$ cat src/rtl/pfd_charge_pump.sv
// pfd_charge_pump: phase-frequency detector with charge-pump current output.
//
// Compares one-cycle reference and feedback edge pulses, drives up/dn
// enables and a signed charge-pump current, measures the phase error in
// clock cycles and raises a lock indicator after a run of small errors.
//
// Ports:
//   clk                 in   single clock, all state changes on posedge
//   reset               in   synchronous active-high reset
//   ref_edge            in   one-cycle pulse on a reference-clock edge
//   fb_edge             in   one-cycle pulse on a divided-VCO edge
//   output_current_real out  signed 19-bit pump current (loop filter input)
//   up / dn             out  charge-pump source / sink enables
//   phase_err           out  signed cycle count of last comparison (+ = ref leads)
//   phase_valid         out  one-cycle pulse when phase_err updates
//   lock                out  lock indicator
module pfd_charge_pump #(
  parameter int unsigned I_UP       = 1000,
  parameter int unsigned I_DN       = 1000,
  parameter int unsigned DEADZONE   = 2,
  parameter int unsigned LOCK_WIDTH = 4,
  parameter int unsigned LOCK_COUNT = 16
) (
  input  logic               clk,
  input  logic               reset,
  input  logic               ref_edge,
  input  logic               fb_edge,
  output logic signed [18:0] output_current_real,
  output logic               up,
  output logic               dn,
  output logic signed [15:0] phase_err,
  output logic               phase_valid,
  output logic               lock
);

  localparam logic [18:0] I_UP_C   = 19'(I_UP);
  localparam logic [18:0] I_DN_C   = 19'(I_DN);
  localparam logic [3:0]  DZ_C     = 4'(DEADZONE);
  localparam logic [15:0] LWIDTH_C = 16'(LOCK_WIDTH);
  localparam logic [7:0]  LCOUNT_C = 8'(LOCK_COUNT);

  typedef enum logic [1:0] {S_IDLE, S_UP, S_DN, S_RST} state_e;

  state_e             state_q, state_d;
  logic [14:0]        width_q, width_d;
  logic [3:0]         rst_cnt_q, rst_cnt_d;
  logic               pend_ref_q, pend_ref_d;
  logic               pend_fb_q, pend_fb_d;
  logic signed [15:0] phase_err_q, phase_err_d;
  logic               phase_valid_q, phase_valid_d;
  logic [7:0]         lock_cnt_q, lock_cnt_d;
  logic               lock_q, lock_d;

  logic [14:0]        width_inc_s;
  logic               pr_s, pf_s;
  logic [15:0]        abs_err_s;

  // State and datapath registers with synchronous reset.
  always_ff @(posedge clk) begin
    if (reset) begin
      state_q       <= S_IDLE;
      width_q       <= 15'd0;
      rst_cnt_q     <= 4'd0;
      pend_ref_q    <= 1'b0;
      pend_fb_q     <= 1'b0;
      phase_err_q   <= 16'sd0;
      phase_valid_q <= 1'b0;
      lock_cnt_q    <= 8'd0;
      lock_q        <= 1'b0;
    end else begin
      state_q       <= state_d;
      width_q       <= width_d;
      rst_cnt_q     <= rst_cnt_d;
      pend_ref_q    <= pend_ref_d;
      pend_fb_q     <= pend_fb_d;
      phase_err_q   <= phase_err_d;
      phase_valid_q <= phase_valid_d;
      lock_cnt_q    <= lock_cnt_d;
      lock_q        <= lock_d;
    end
  end

  // Width counter saturates instead of wrapping for very large phase errors.
  assign width_inc_s = (width_q == 15'h7FFF) ? width_q : (width_q + 15'd1);
  // Edges arriving on the final RST cycle still count as pending.
  assign pr_s = pend_ref_q | ref_edge;
  assign pf_s = pend_fb_q  | fb_edge;

  // Next-state logic for the detector FSM, width counter and pending flags.
  always_comb begin
    state_d       = state_q;
    width_d       = width_q;
    rst_cnt_d     = rst_cnt_q;
    pend_ref_d    = pend_ref_q;
    pend_fb_d     = pend_fb_q;
    phase_err_d   = phase_err_q;
    phase_valid_d = 1'b0;
    case (state_q)
      S_IDLE: begin
        if (ref_edge && fb_edge) begin
          phase_err_d   = 16'sd0;
          phase_valid_d = 1'b1;
        end else if (ref_edge) begin
          state_d = S_UP;
          width_d = 15'd1;
        end else if (fb_edge) begin
          state_d = S_DN;
          width_d = 15'd1;
        end else begin
          state_d = S_IDLE;
        end
      end
      S_UP: begin
        if (fb_edge) begin
          state_d       = S_RST;
          rst_cnt_d     = DZ_C;
          phase_err_d   = $signed({1'b0, width_q});
          phase_valid_d = 1'b1;
        end else begin
          width_d = width_inc_s;
        end
      end
      S_DN: begin
        if (ref_edge) begin
          state_d       = S_RST;
          rst_cnt_d     = DZ_C;
          phase_err_d   = -$signed({1'b0, width_q});
          phase_valid_d = 1'b1;
        end else begin
          width_d = width_inc_s;
        end
      end
      S_RST: begin
        if (rst_cnt_q <= 4'd1) begin
          pend_ref_d = 1'b0;
          pend_fb_d  = 1'b0;
          rst_cnt_d  = 4'd0;
          if (pr_s && !pf_s) begin
            state_d = S_UP;
            width_d = 15'd1;
          end else if (pf_s && !pr_s) begin
            state_d = S_DN;
            width_d = 15'd1;
          end else begin
            state_d = S_IDLE;
          end
        end else begin
          rst_cnt_d  = rst_cnt_q - 4'd1;
          pend_ref_d = pr_s;
          pend_fb_d  = pf_s;
        end
      end
      default: begin
        state_d = S_IDLE;
      end
    endcase
  end

  assign abs_err_s = phase_err_q[15] ? (16'd0 - phase_err_q) : phase_err_q;

  // Lock counter evaluates the comparison one cycle after phase_valid.
  always_comb begin
    lock_cnt_d = lock_cnt_q;
    if (phase_valid_q) begin
      if (abs_err_s <= LWIDTH_C) begin
        lock_cnt_d = (lock_cnt_q >= LCOUNT_C) ? LCOUNT_C : (lock_cnt_q + 8'd1);
      end else begin
        lock_cnt_d = 8'd0;
      end
    end else begin
      lock_cnt_d = lock_cnt_q;
    end
    lock_d = (lock_cnt_d == LCOUNT_C);
  end

  assign up                  = (state_q == S_UP) || (state_q == S_RST);
  assign dn                  = (state_q == S_DN) || (state_q == S_RST);
  assign output_current_real = $signed(up ? I_UP_C : 19'd0) - $signed(dn ? I_DN_C : 19'd0);
  assign phase_err           = phase_err_q;
  assign phase_valid         = phase_valid_q;
  assign lock                = lock_q;

endmodule
$ cat config.mk
export PLATFORM = sky130hd
export DESIGN_NAME = pfd_charge_pump
export DESIGN_NICKNAME = d
export VERILOG_FILES = /design/src/rtl/pfd_charge_pump.sv
export SDC_FILE = /design/constraint.sdc
export NUM_CORES = 1
export LEC_CHECK = 0
export ABC_CLOCK_PERIOD_IN_PS = 5500
export BUFFER_PORTS_ARGS = -buffer_cell sky130_fd_sc_hd__clkbuf_2
export CAP_MARGIN = 10
export CORE_MARGIN = 2
export CORE_UTILIZATION = 62
export DETAILED_ROUTE_END_ITERATION = 6
export PLACE_DENSITY_LB_ADDON = 0.1
export SLEW_MARGIN = 0
export SYNTH_ARGS = -nofsm -noshare
export SYNTH_HDL_FRONTEND = slang
export SYNTH_SLANG_ARGS = --single-unit
$ cat constraint.sdc
create_clock -name clk -period 5.5 [get_ports clk]
set_input_delay 0.825 -clock clk [delete_from_list [all_inputs] [get_ports clk]]
set_output_delay 0.825 -clock clk [all_outputs]
set_load 0.01 [all_outputs]
; ---- Yosys cells after proc, flatten, opt, wreduce, memory -nomap -nowiden
; Cells that the tools add are included.
[word_totals]
register_bits = 49
latchBits = 0
ramBits = 0
rom_bits = 0
inputBits = 4
elab_cells = 87
n_memories = 0
[classes]
addsub = 6
n_mul = 0
div = 0
order_cmp = 3
eq_ne = 14
n_shift = 0
muxes = 39
n_bitwise = 2
reduce_logical = 14
[op_table]
columns = op, n
row1 = 2-to-1 mux 15 bit, 9
row2 = 2-to-1 mux 16 bit, 4
row3 = case mux 15 bit (4 select lines), 1
row4 = case mux 16 bit (3 select lines), 1
row5 = 2-to-1 mux 8 bit, 3
row6 = 2-to-1 mux 10 bit, 2
row7 = "less-or-equal comparator 16 x 3 -> 1 bit, second input constant", 1
row8 = 2-to-1 mux 2 bit, 8
row9 = negation 15 -> 16 bit, 1
row10 = "subtractor 1 x 16 -> 16 bit, first input constant", 1
row11 = "adder 15 x 1 -> 15 bit, second input constant", 1
row12 = "equality test 15 bit, second input constant", 1
row13 = "!= test 2 bit, second input constant", 7
row14 = 2-to-1 mux 4 bit, 3
row15 = case mux 4 bit (3 select lines), 1
row16 = subtractor 10 x 10 -> 11 bit, 1
row17 = "adder 8 x 1 -> 8 bit, second input constant", 1
row18 = "equality test 8 x 5 -> 1 bit, second input constant", 1
row19 = "greater-or-equal comparator 8 x 5 -> 1 bit, second input constant", 1
row20 = case mux 2 bit (4 select lines), 1
row21 = AND reduction 4 bit, 2
row22 = "!= test 3 bit, second input constant", 2
row23 = AND reduction 6 bit, 1
row24 = nonzero test 3 bit, 2
row25 = 12 further kinds, 22

; ---- Depth between registers and ports, before layout
[depth]
ltp_word = 7
depth_mapped = 10
ltp_nobuf = 8

; ---- Least setup slack after synthesis
; Ideal clock, no wire load.
[synth_path]
path_kind = input to register
from = input fb_edge
to = register width_q[13]
setup_ns = 0.128
arrival_ns = 2.804
slack_ns = 2.569
path_stages = 9
n_path_buf = 2
path_cell_list = clkbuf_1 or2_2 ha_1 o41ai_1 o211ai_1 clkbuf_1 nor4_1 xnor2_1 nor2_1
[synth_via]
elab_chain_len = 6
word_cells_on_any_way = 13
classes_between = eq/ne (4) / mux (3) / bitwise (1) / reduce/logical (5)
[synth_rtl]
columns = item, line
row1 = from (decl), 27  ; input logic fb_edge,
row2 = OR 1 bit, 87  ; assign pf_s = pend_fb_q | fb_edge;
row3 = logical NOT 1 bit, 138  ; if (pr_s && !pf_s) begin
row4 = logical AND 1 bit, 138
row5 = 2-to-1 mux 15 bit, 138
row6 = 2-to-1 mux 15 bit, 134  ; if (rst_cnt_q <= 4'd1) begin
row7 = case mux 15 bit (4 select lines), 98  ; case (state_q)
row8 = to (signal assigned), 72  ; width_q <= width_d;
row9 = to (decl), 45  ; logic [14:0] width_q, width_d;
; Parallel ways exist; a longest one is shown, timed or not. The select of a mux whose other input is x is not followed.
; A chain may end at the register's enable or synchronous reset.

; ---- Worst setup path in the final report
[layout_path]
from = input fb_edge
to = register width_q[5]
; The elaborated chain is that of the path after synthesis.

==> impl_metrics.tcl <==
set metrics [dict create \
    outcome "finished, final reports clean" \
    gr-total-overflow 0 \
    cts-root-buf "clkbuf_8" \
    finalCriticalPeriod_ns 3.255 \
    synth.area.top_cells "dfxtp_1, nor2_1, ha_1" \
    core_mm2 0.004786 \
    path_clk_slew_ns 0.09 \
    yosys_most_used_dff "dfxtp_1" \
    p_switching_uw 496.6 \
    port_buffers 39 \
    tns_ns 0 \
    place_hpwl_um 4856 \
    syn_area_per_cell_um2 7.667 \
    dpl_cell_area_mm2 0.003191 \
    synth_top_cell_by_area "dfxtp_1" \
    wire_per_inst_um 14.13 \
    cts_htree_levels 2 \
    track_usage_pct 26.14 \
    end_kind "register" \
    num_rows 25 \
    grt_pass1_wl_um 11520 \
    syn_inst 407 \
    grt_pass1_vias 2524 \
    syn_to_final_growth_pct 5.132 \
    finalHoldViolations 0 \
    worstMarginPinSlew_ns 1.042 \
    cts_resized 0 \
    pwr-share-comb_pct 46.2 \
    clock.fmax_mhz 307.3 \
    design_area_mm2 0.003281 \
    wirelength_um 6784 \
    viasPerCell 5.898 \
    power_density_mw_per_mm2 353.1 \
    min_path_type "register to register" \
    max_slew_margin_pct 30.55 \
    start_util_pct 65.20 \
    crit_path_start_kind "input port" \
    ir_drop_mv 0.1752 \
    rsz0062_at_grt "false" \
    grt_max_degree 35 \
    seqPwrFrac_pct 35.0 \
    antenna_cells 0 \
    ys_seq_area_share_pct 31.44 \
    ios 43 \
    netSwitchingFraction_pct 42.87 \
    clkPwrFrac_pct 18.8 \
    drc 0 \
    critPathRequiredTime_ns 5.66 \
    synth_cell_types 59 \
    clock_skew_ns 0.002604 \
    vias 2831 \
    syn-cell-area_mm2 0.003120 \
    cp_max_fo 14 \
    synth_top_cell_area_share_pct 31.44 \
    cts_hold_buf 0 \
    cellInternalPower_uw 661.7 \
    cts_tree "done" \
    leakage_uw 0.001288 \
    die_area_mm2 0.005617 \
    async_reset_ff_share_pct 0 \
    yosysWarningCount 0 \
    die_w_um 74.95 \
    synth.ff_latch_count 49 \
    drv_cap 0 \
    gp_congestion 0.8157 \
    drtIter0Drc 167 \
    critPathArrivalTime_ns 3.41 \
    final.period_utilization_pct 59.17 \
    synth_enable_flop_cells 0 \
    drtAntennaViolNets 0 \
    layout-drive-gt1-share_pct 15.01 \
    report.final.slew_viol_count 0 \
    clkLatencyLatePin_ns 0.30 \
    cts.sinks 49 \
    setup_viol 0 \
    antenna_found_initial 0 \
    dr.pass1.iters 4 \
    cts_buffer_depth 2 \
    fp.dieH_um 74.95 \
    cts_setup_buffers 0 \
    criticalPathCategory "input port to register" \
    numCtsBuffers 5 \
    nets 429 \
]
[registers in the layout (all words and copies together) (netlist names)]
name / cells
phase_valid: 1
lock: 1
pend_ref_q: 1
phase_err: 16
state_q: 2
lock_cnt_q: 8
width_q: 15
pend_fb_q: 1
rst_cnt_q: 4
[path summary, 6_finish.rpt]
| check | from | to | slack, ns | depth (start not counted) |
|---|---|---|---|---|
| min | lock_cnt_q[5]$_SDFF_PP0_ | lock_cnt_q[5]$_SDFF_PP0_ | 0.47 | 1 |
| max | fb_edge | width_q[5]$_SDFFE_PP0P_ | 2.25 | 7 |
| max reg2reg | state_q[0]$_SDFFE_PP0P_ | width_q[5]$_SDFFE_PP0P_ | 2.27 | 7 |
| min reg2reg | lock_cnt_q[5]$_SDFF_PP0_ | lock_cnt_q[5]$_SDFF_PP0_ | 0.47 | 1 |
[critical path, stage by stage]
cell and delay [ns]:
clkbuf_2 0.17, or2_2 0.32, ha_1 0.29, o41ai_1 0.38, o211ai_1 0.41, o21bai_1 0.89, nor2_1 0.12
[synth_stat cells (2+ instances only)]
cell,count
o31ai_1,2
o21a_1,2
o211a_1,2
nor4_1,6
nor2_1,49
nand3_1,15
nand2b_1,6
inv_1,15
xor2_1,7
nor3b_1,2
a22oi_1,12
and3_1,4
o22ai_1,2
o41ai_1,3
xnor2_1,6
or3_1,4
o211ai_1,4
a221oi_1,2
ha_1,12
mux2i_1,5
nand4_1,9
o21ai_0,14
or3_4,2
a32o_1,2
a21oi_1,26
buf_4,16
a211oi_1,4
buf_2,2
and2_1,6
nand2_1,32
a31oi_1,3
nor3_1,21
a32oi_1,2
a21o_1,2
nor2b_1,4
clkbuf_1,24
dfxtp_1,49
clkinv_1,2
or2_2,7
[per-layer routing]
metal | share of wire (%) | vias up | wire length, µm | track usage, %
met5 | 0 | - | 0 | 0
met4 | 1.2 | 0 | 80 | 7.341
met3 | 2.9 | 7 | 200 | 4.150
met2 | 49 | 40 | 3312 | 43.96
met1 | 47 | 1340 | 3191 | 34.83
li1 | - | 1444 | - | -
[final cells by class]
cell class	instances	area, µm²
Multi-Input combinational cell	300	1859
Fill cell	448	1505
Clock inverter	1	7.507
Clock buffer	6	82.58
Inverter	17	63.81
Tap cell	67	83.83
Sequential cell	49	980.9
Timing Repair Buffer	40	202.7
[cell families after synthesis]
family / count (synthesis) / synth area share, %
multiplexers: 5 / 1.604
buffers and inverters: 60 / 9.222
flip-flops: 49 / 31.44
adder cells (fa/ha/maj): 12 / 4.811
other: 1 / 0.1202
AO/OA/AOI/OAI: 94 / 20.97
AND/OR/NAND/NOR: 173 / 28.19
XOR/XNOR: 13 / 3.649
[cell usage in the layout (no fill, tap or decap), types with 9 or more instances in the layout]
cell type	synthesis	layout
a21oi_1	26	26
nor3_1	21	21
o21ai_0	14	14
nand2_1	32	32
nor2_1	49	49
nand4_1	9	9
clkbuf_2	0	39
ha_1	12	12
a22oi_1	12	12
nand3_1	15	15
dfxtp_1	49	49
inv_1	15	15
[power by group through the flow]
| stage | Combinational (µW) | Sequential, µW | Clock (µW) |
|---|---|---|---|
| after detailed placement | 528 | 413 | 0 |
| after floorplan | 443 | 404 | 0 |
| after CTS | 532 | 405 | 223 |
| after global placement | 519 | 413 | 0 |
| final | 536 | 405 | 218 |
| after global routing | 600 | 411 | 236 |
[metrics by stage]
stage | worst slack [ns] | power, µW | hold slack, ns | cells | utilization, %
global placement | 1.975 | 932.3 | 0.4434 | 473 | 66.67
detailed placement | 1.922 | 941.4 | 0.4479 | 473 | 66.67
finish | 2.245 | 1158 | 0.4682 | 480 | 68.55
CTS | 2.233 | 1160 | 0.4712 | 480 | 68.55
floorplan | 2.569 | 847.1 | 0.4308 | 409 | -
global route | 1.815 | 1246 | 0.4834 | 480 | 68.55
(Power assumes the default switching activity.)
